**src/rtl/alu_seq.sv**
```systemverilog
// Registered, handshaked ALU with carry/zero/err flags.
// Iterative multiply/divide is built only when ALU_SEQ_MULDIV_EN is defined.
module alu_seq #(
  parameter int WIDTH = 32
) (
  input  logic             clk,
  input  logic             rst_n,
  input  logic             in_valid,
  output logic             in_ready,
  input  logic [WIDTH-1:0] A,
  input  logic [WIDTH-1:0] B,
  input  logic [3:0]       sel,
  output logic             out_valid,
  input  logic             out_ready,
  output logic [WIDTH-1:0] out,
  output logic             carry,
  output logic             zero,
  output logic             err,
  output logic [1:0]       dbg_state
);

  localparam int SHW = $clog2(WIDTH);

  // Handshake: a transfer happens on a rising edge where valid && ready are
  // both high; the producer holds its payload until that edge.
  typedef enum logic [1:0] {
    S_IDLE = 2'd0,
    S_BUSY = 2'd1,
    S_DONE = 2'd2
  } state_t;

  state_t state;
  state_t state_nxt;

  logic go_busy;
  logic last;
  logic accept;

  logic [SHW-1:0]   amt;
  logic [SHW:0]     ramt;
  logic [WIDTH:0]   add_w;
  logic [WIDTH-1:0] sc_out;
  logic             sc_carry;
  logic             sc_err;

  assign accept = (state == S_IDLE) && in_valid;

  // Single-cycle datapath, evaluated on the operands present at the accept edge.
  always_comb begin
    amt      = B[SHW-1:0];
    ramt     = (SHW+1)'(WIDTH) - {1'b0, amt};
    add_w    = {1'b0, A} + {1'b0, B};
    sc_out   = '0;
    sc_carry = 1'b0;
    sc_err   = 1'b0;
    case (sel)
      4'b0000: begin
        sc_out   = add_w[WIDTH-1:0];
        sc_carry = add_w[WIDTH];
      end
      4'b0001: begin
        sc_out   = A - B;
        sc_carry = (A < B);
      end
      4'b0100: sc_out = A << amt;
      4'b0101: sc_out = A >> amt;
      // A shift by a full WIDTH yields 0, so amount 0 degenerates to A.
      4'b0110: sc_out = (A << amt) | (A >> ramt);
      4'b0111: sc_out = (A >> amt) | (A << ramt);
      4'b1000: sc_out = A & B;
      4'b1001: sc_out = A | B;
      4'b1010: sc_out = A ^ B;
      4'b1011: sc_out = ~(A | B);
      4'b1100: sc_out = ~(A & B);
      4'b1101: sc_out = ~(A ^ B);
      4'b1110: sc_out = {{(WIDTH-1){1'b0}}, (A > B)};
      4'b1111: sc_out = {{(WIDTH-1){1'b0}}, (A == B)};
      default: sc_err = 1'b1;
    endcase
  end

`ifdef ALU_SEQ_MULDIV_EN
  logic [WIDTH-1:0] hi;
  logic [WIDTH-1:0] lo;
  logic [WIDTH-1:0] opnd;
  logic             is_div;
  logic [SHW:0]     cnt;
  logic [WIDTH:0]   mul_sum;
  logic [WIDTH:0]   div_r;
  logic [WIDTH:0]   div_diff;
  logic [WIDTH-1:0] hi_nxt;
  logic [WIDTH-1:0] lo_nxt;

  assign go_busy = (sel[3:1] == 3'b001);
  assign last    = (state == S_BUSY) && (cnt == (SHW+1)'(1));

  // hi:lo is the product (mul) or remainder:quotient (div); opnd is the
  // multiplicand or divisor. One bit is retired per BUSY cycle.
  always_comb begin
    mul_sum  = {1'b0, hi} + (lo[0] ? {1'b0, opnd} : '0);
    div_r    = {hi, lo[WIDTH-1]};
    div_diff = div_r - {1'b0, opnd};
    if (is_div) begin
      if (div_diff[WIDTH]) begin
        hi_nxt = div_r[WIDTH-1:0];
        lo_nxt = {lo[WIDTH-2:0], 1'b0};
      end else begin
        hi_nxt = div_diff[WIDTH-1:0];
        lo_nxt = {lo[WIDTH-2:0], 1'b1};
      end
    end else begin
      hi_nxt = mul_sum[WIDTH:1];
      lo_nxt = {mul_sum[0], lo[WIDTH-1:1]};
    end
  end

  always_ff @(posedge clk or negedge rst_n) begin
    if (!rst_n) begin
      hi     <= '0;
      lo     <= '0;
      opnd   <= '0;
      is_div <= 1'b0;
      cnt    <= '0;
    end else if (accept && go_busy) begin
      hi     <= '0;
      lo     <= sel[0] ? A : B;
      opnd   <= sel[0] ? B : A;
      is_div <= sel[0];
      cnt    <= (SHW+1)'(WIDTH);
    end else if (state == S_BUSY) begin
      hi  <= hi_nxt;
      lo  <= lo_nxt;
      cnt <= cnt - (SHW+1)'(1);
    end
  end
`else
  assign go_busy = 1'b0;
  assign last    = 1'b0;
`endif

  // State register
  always_ff @(posedge clk or negedge rst_n) begin
    if (!rst_n) state <= S_IDLE;
    else        state <= state_nxt;
  end

  // Next-state logic
  always_comb begin
    state_nxt = state;
    case (state)
      S_IDLE:  if (in_valid) state_nxt = go_busy ? S_BUSY : S_DONE;
      S_BUSY:  if (last) state_nxt = S_DONE;
      S_DONE:  if (out_ready) state_nxt = S_IDLE;
      default: state_nxt = S_IDLE;
    endcase
  end

  // Output logic; in_ready drops as soon as reset is asserted.
  always_comb begin
    in_ready  = rst_n && (state == S_IDLE);
    out_valid = (state == S_DONE);
    dbg_state = state;
  end

  // Result register only loads on accept or on the final iteration, so it
  // stays frozen for the whole DONE phase.
  always_ff @(posedge clk or negedge rst_n) begin
    if (!rst_n) begin
      out   <= '0;
      carry <= 1'b0;
      zero  <= 1'b0;
      err   <= 1'b0;
    end else if (accept && !go_busy) begin
      out   <= sc_out;
      carry <= sc_carry;
      zero  <= (sc_out == '0);
      err   <= sc_err;
    end
`ifdef ALU_SEQ_MULDIV_EN
    else if (last) begin
      out   <= lo_nxt;
      carry <= is_div ? 1'b0 : (|hi_nxt);
      zero  <= (lo_nxt == '0);
      err   <= is_div && (opnd == '0);
    end
`endif
  end

endmodule
```
**config.mk**
```make
export PLATFORM = sky130hd
export DESIGN_NAME = alu_seq
export DESIGN_NICKNAME = d
export VERILOG_FILES = /design/src/rtl/alu_seq.sv
export SDC_FILE = /design/constraint.sdc
export NUM_CORES = 1
export LEC_CHECK = 0
export BUFFER_PORTS_ARGS = -buffer_cell sky130_fd_sc_hd__buf_2
export CELL_PAD_IN_SITES_DETAIL_PLACEMENT = 1
export CELL_PAD_IN_SITES_GLOBAL_PLACEMENT = 2
export CORE_MARGIN = 2
export CORE_UTILIZATION = 37
export CTS_BUF_LIST = sky130_fd_sc_hd__clkbuf_2 sky130_fd_sc_hd__clkbuf_4 sky130_fd_sc_hd__clkbuf_8
export DETAILED_ROUTE_END_ITERATION = 7
export GPL_TIMING_DRIVEN = 0
export PLACE_DENSITY_LB_ADDON = 0.1
export SLEW_MARGIN = 10
export SYNTH_ARGS = -nofsm -noshare
export SYNTH_HDL_FRONTEND = slang
export SYNTH_SLANG_ARGS = --single-unit
```
**constraint.sdc**
```tcl
create_clock -name clk -period 2.9 [get_ports clk]
set_clock_uncertainty 0.05 [all_clocks]
set_input_delay 0.58 -clock clk [delete_from_list [all_inputs] [get_ports clk]]
set_output_delay 0.58 -clock clk [all_outputs]
set_load 0.01 [all_outputs]
```
## After elaboration in Yosys (flattened, before gate mapping)

Cells that the tools add are included.

- Muxes and demuxes: 6
- Bitwise logic cells: 9
- Shift-type cells: 4
- $lt $le $gt $ge: 2
- Eq/ne operators: 18
- Reduce and logical (&&, ||, !) cells: 7
- Add/subtract/negate cells: 3

Operators by type and width:

| cell | count |
|---|---|
| 32-bit one-hot mux with 14 select lines | 1 |
| 32-bit inverter | 3 |
| 32-bit bitwise OR | 3 |
| 32-bit by 32-bit adder with 33-bit output | 1 |
| 32-bit bitwise AND | 1 |
| 32-bit equality test | 1 |
| 4-bit equality test, second input constant | 8 |
| 32-bit > comparator | 1 |
| 32-bit logical NOT | 1 |
| 32-bit less-than comparator | 1 |
| 32-bit by 5-bit << shifter with 32-bit output | 1 |
| 32-bit by 6-bit << shifter with 32-bit output | 1 |
| 32-bit by 5-bit >> shifter with 32-bit output | 1 |
| 32-bit by 6-bit >> shifter with 32-bit output | 1 |
| 32-bit subtractor | 1 |
| 32-bit bitwise XOR | 1 |
| 4-bit by 3-bit equality test with 1-bit output, second input constant | 4 |
| 14-bit OR reduction | 1 |
| 2-bit one-hot mux with 3 select lines | 1 |
| 6-bit by 5-bit subtractor with 6-bit output, first input constant | 1 |
| 4-bit by 1-bit equality test with 1-bit output, second input constant | 1 |
| 4-bit logical NOT | 1 |
| 2-bit 2-to-1 mux | 2 |
| 3-bit AND reduction | 1 |
| other kinds (9) | 10 |

- Input bits: 72
- Bits in registers: 37
- Output and inout port bits: 39

## Depth between registers and ports, before layout

- Word-level depth: 5
- Depth in mapped cells: 21
- Depth with buffers taken out: 14

## Worst setup path after synthesis

Ideal clock, no wire load.

- Kind: input to register
- Start: in B[1]
- End: reg zero
- Stages: 20
- Data arrival time: 5.600 ns
- Library setup time: 0.076 ns
- Path buffers: 7
- Path slack: -2.826 ns
- Required time: 2.774 ns
- Path through: clkbuf_1 clkinv_1 clkbuf_1 clkbuf_1 buf_1 ha_1 buf_2 xor2_1 buf_2 buf_2 mux2i_1 mux2i_1 o211ai_1 a31oi_1 a2111oi_0 o2111ai_1 nor4_1 nand4_1 or4_1 o21ai_1

- Longest elaborated chain between the ends: 5
- Elaborated cells on any way between the ends: 19

RTL lines:

| what | line | text |
|---|---|---|
| from (decl) | 11 | `input logic [WIDTH-1:0] B,` |
| 6-bit by 5-bit subtractor with 6-bit output | 51 | `ramt = (SHW+1)'(WIDTH) - {1'b0, amt};` |
| 32-bit by 6-bit << shifter with 32-bit output or 32-bit by 6-bit >> shifter with 32-bit output (tied branches) | 69, 68 |  |
| 32-bit bitwise OR (on tied branches) | 69, 68 |  |
| 32-bit one-hot mux with 14 select lines (*) | 56 | `case (sel)` |
| 32-bit logical NOT (*) | 176 | `zero <= (sc_out == '0);` |
| to (signal assigned) | 176 |  |
| to (decl) | 17 | `output logic zero,` |

Mark *: on every way between the ends. The rest lies on a longest branch, timed or not.
A chain may end at the register's enable or synchronous reset.

## Final worst setup path

- Start: in B[0]
- End: reg zero

The elaborated chain is that of the path after synthesis.

==> metrics.cfg <==
[worst_setup_path]
worstSetupPathType = in -> reg
r2r-start = dbg_state[1]
cp_max_fo = 10
critPathArrivalTime_ps = 5130
reg2reg_to = zero
crit_required_ps = 3070
worst_setup_path_end_kind = flip-flop
critPathLaunchType = input port
reg2regPathDepth = 10
r2r_setup_slack_ps = -730

[die]
die-area_sq_mm = 0.0411
initial_core_util_pct = 37.6
core_sq_mm = 0.0388
row_count = 72
die_w_microns = 203
die_h_microns = 203
pin_count = 111

[synth]
synth_nets = 2221
netlist_area_sq_mm = 0.0146
synthTopCellsByArea = mux2i_1 (9.6%), ha_1 (8.4%), mux4_2 (6.6%)
synth.most_common_cell = nor2_1
yosysTopAreaCell = mux2i_1
synth_commonest_cells = nor2_1 (223), nand2_1 (180), mux2i_1 (140), a21oi_1 (138), clkbuf_1 (120)
synth-edff-count = 0
netlist-cell-type-count = 91
synth_top_area_share_pct = 9.60
ys_warn_count = 0
avgSynthCellArea_sq_um = 7.13
async_flop_share_pct = 100
synth-main-ff-cell = dfrtp_1
synthCells = 2049
synth_seq_area_share_pct = 6.17
ys_ff_latch = 36

[timing]
fin_crit_sh_pct = 171
finalWorstSetupSlack_ps = -2060
max-slew-margin-rel_pct = 2.67
rsz0062_at_grt = yes
setup_viol = 34
slew_viol_final = 0
worstMarginPinSlew_ps = 1460
max_freq_ghz = 0.202
final_hold_viol_count = 0
fin_hold_ws_ps = 345
period_minus_slack_ps = 4960
setup-tns-final_ps = -31940

[route]
ant_nets = 0
vias = 21400
drc = 0
first_iter_violations = 3551
dr.pass1.iters = 6
routed_wl_mm = 114
vias_per_cell = 7.58
avgRoutedWirePerCell_microns = 40.4

[power_and_ir_drop]
power_leakage_nw = 8.13
finalPower_mw = 6.52
power.density_mw_per_mm2 = 325
peakVddDrop_mv = 0.223

[cts]
clock_path_buffers = 2
cts.sinks = 36
cts_buffers = 5
root_buffer = clkbuf_8
htree_levels = 2
cts_tree = built
insertion_delay_ps = 290
path_clk_slew_ps = 70

[grt]
grt_pass1_vias = 21100
grt_usage_pct = 53.8
grt_start_max_net_pins = 38
antenna_found_initial = 2
overflow = 0
grt_pass1_wl_mm = 159

[final_layout]
fin_util_pct = 51.6
final_cell_count_no_fill = 2821
nNetsFinal = 2472
fill_cells = 4705
areaGrowthSynthToFinish_pct = 37.3
drive_above_1_share_pct = 34.7

[status]
outcome = complete, but fails checks
violations = max-capacitance violations, negative setup slack

[place]
port_buffers = 109
dp_hpwl_mm = 87.9
gp_congestion = 1.12
dp_cells = 2677

[job]
drv_cap = 1

[worst_hold_path]
min_path_type = in -> async

-- worst max-delay path, cell delays in order --
cell,delay (ps)
buf_6,100
clkbuf_16,140
buf_12,100
buf_12,100
clkinvlp_4,170
buf_4,210
ha_1,240
buf_2,320
o21ai_4,330
o221ai_1,260
o21ba_2,350
o211ai_1,390
a221oi_4,520
nand4_1,170
or4_4,500
or4_4,500
o21ai_2,120
-- cells by family (layout without fill, tap and decap cells) --
group	after synthesis	after routing	synth area share (%)
mux	246	246	21.1
simple gates	649	649	20.8
compound gates	713	713	34.1
other cells	1	3	0.0257
buf+inv	279	531	7.63
flops	36	36	6.17
fa+ha+maj	100	100	8.67
xor+xnor	25	25	1.50
-- where the power goes --
part           leakage (nW)  internal, mW  switching [mW]  total, mW
Combinational          7.63          1.95            3.48       5.43
Clock                0.0524         0.213           0.178      0.391
Sequential            0.445         0.629          0.0741      0.703
-- timing repair --
action                                 in CTS  in global routing
buffers inserted                          118                 34
setup endpoints to repair                  35                 34
hold buffers                                0                  0
gates resized for setup                   460                171
pin swaps                                  83                 68
endpoints found under the hold margin       0                  0
-- cells in the final DEF (no fill, tap or decap), drive strengths merged, types with 15 or more instances in the layout --
cell type    n
buf        306
nor2       223
nand2      180
mux2i      140
a21oi      138
o21ai      121
clkbuf     120
inv         98
ha          98
mux2        63
nor3        55
o22ai       53
a211oi      49
mux4        43
nand3       39
o211ai      36
dfrtp       36
a22oi       25
a221oi      25
nor2b       24
a21o        23
a31oi       23
o221ai      20
a2111oi     19
nor4        18
o31ai       17
a211o       16
a32oi       16
nand2b      15
o2111ai     15
-- area by class of cell --
class	count	area, sq um	area share, %
Clock buffer	8	97.6	0.487
Tap cell	518	648	3.23
Antenna cell	2	5.00	0.0250
Timing Repair Buffer	254	1830	9.15
Multi-Input combinational cell	1734	14700	73.5
Inverter	104	434	2.17
Buffer	165	1390	6.92
Sequential cell	36	901	4.49
-- sequential cells by signal (all words and copies together) (netlist names) --
| name | count |
|---|---|
| zero | 1 |
| out | 32 |
| carry | 1 |
| dbg_state | 1 |
| err | 1 |
-- how the worst max path moves through the flow --
stage          endpoint  slack [ps]  from  depth (start not counted)
3_3_place_gp       zero       -4200  B[2]                         15
5_1_grt            zero       -2050  A[5]                         18
6_report           zero       -2060  B[0]                         17
3_5_place_dp       zero       -4180  B[2]                         15
2_1_floorplan      zero       -2010  B[2]                         18
4_1_cts            zero       -2090  B[2]                         20
-- metrics by stage --
stage / worst slack (ps) / cell area [sq um]
after floorplan: -2010 / 15200
after global placement: -4200 / 16400
after detailed placement: -4180 / 16400
after CTS: -2090 / 19300
after global routing: -2050 / 20000
final: -2060 / 20000
-- routing by layer --
layer	vias up	part of all wire, %	track usage (%)
met1	10300	34	64.1
met3	692	13	15.3
met5	-	0.011	0.119
met4	2	11	47.1
met2	2011	41	79.1
li1	8354	-	-
Note: power is estimated with default switching activity, not from simulation.
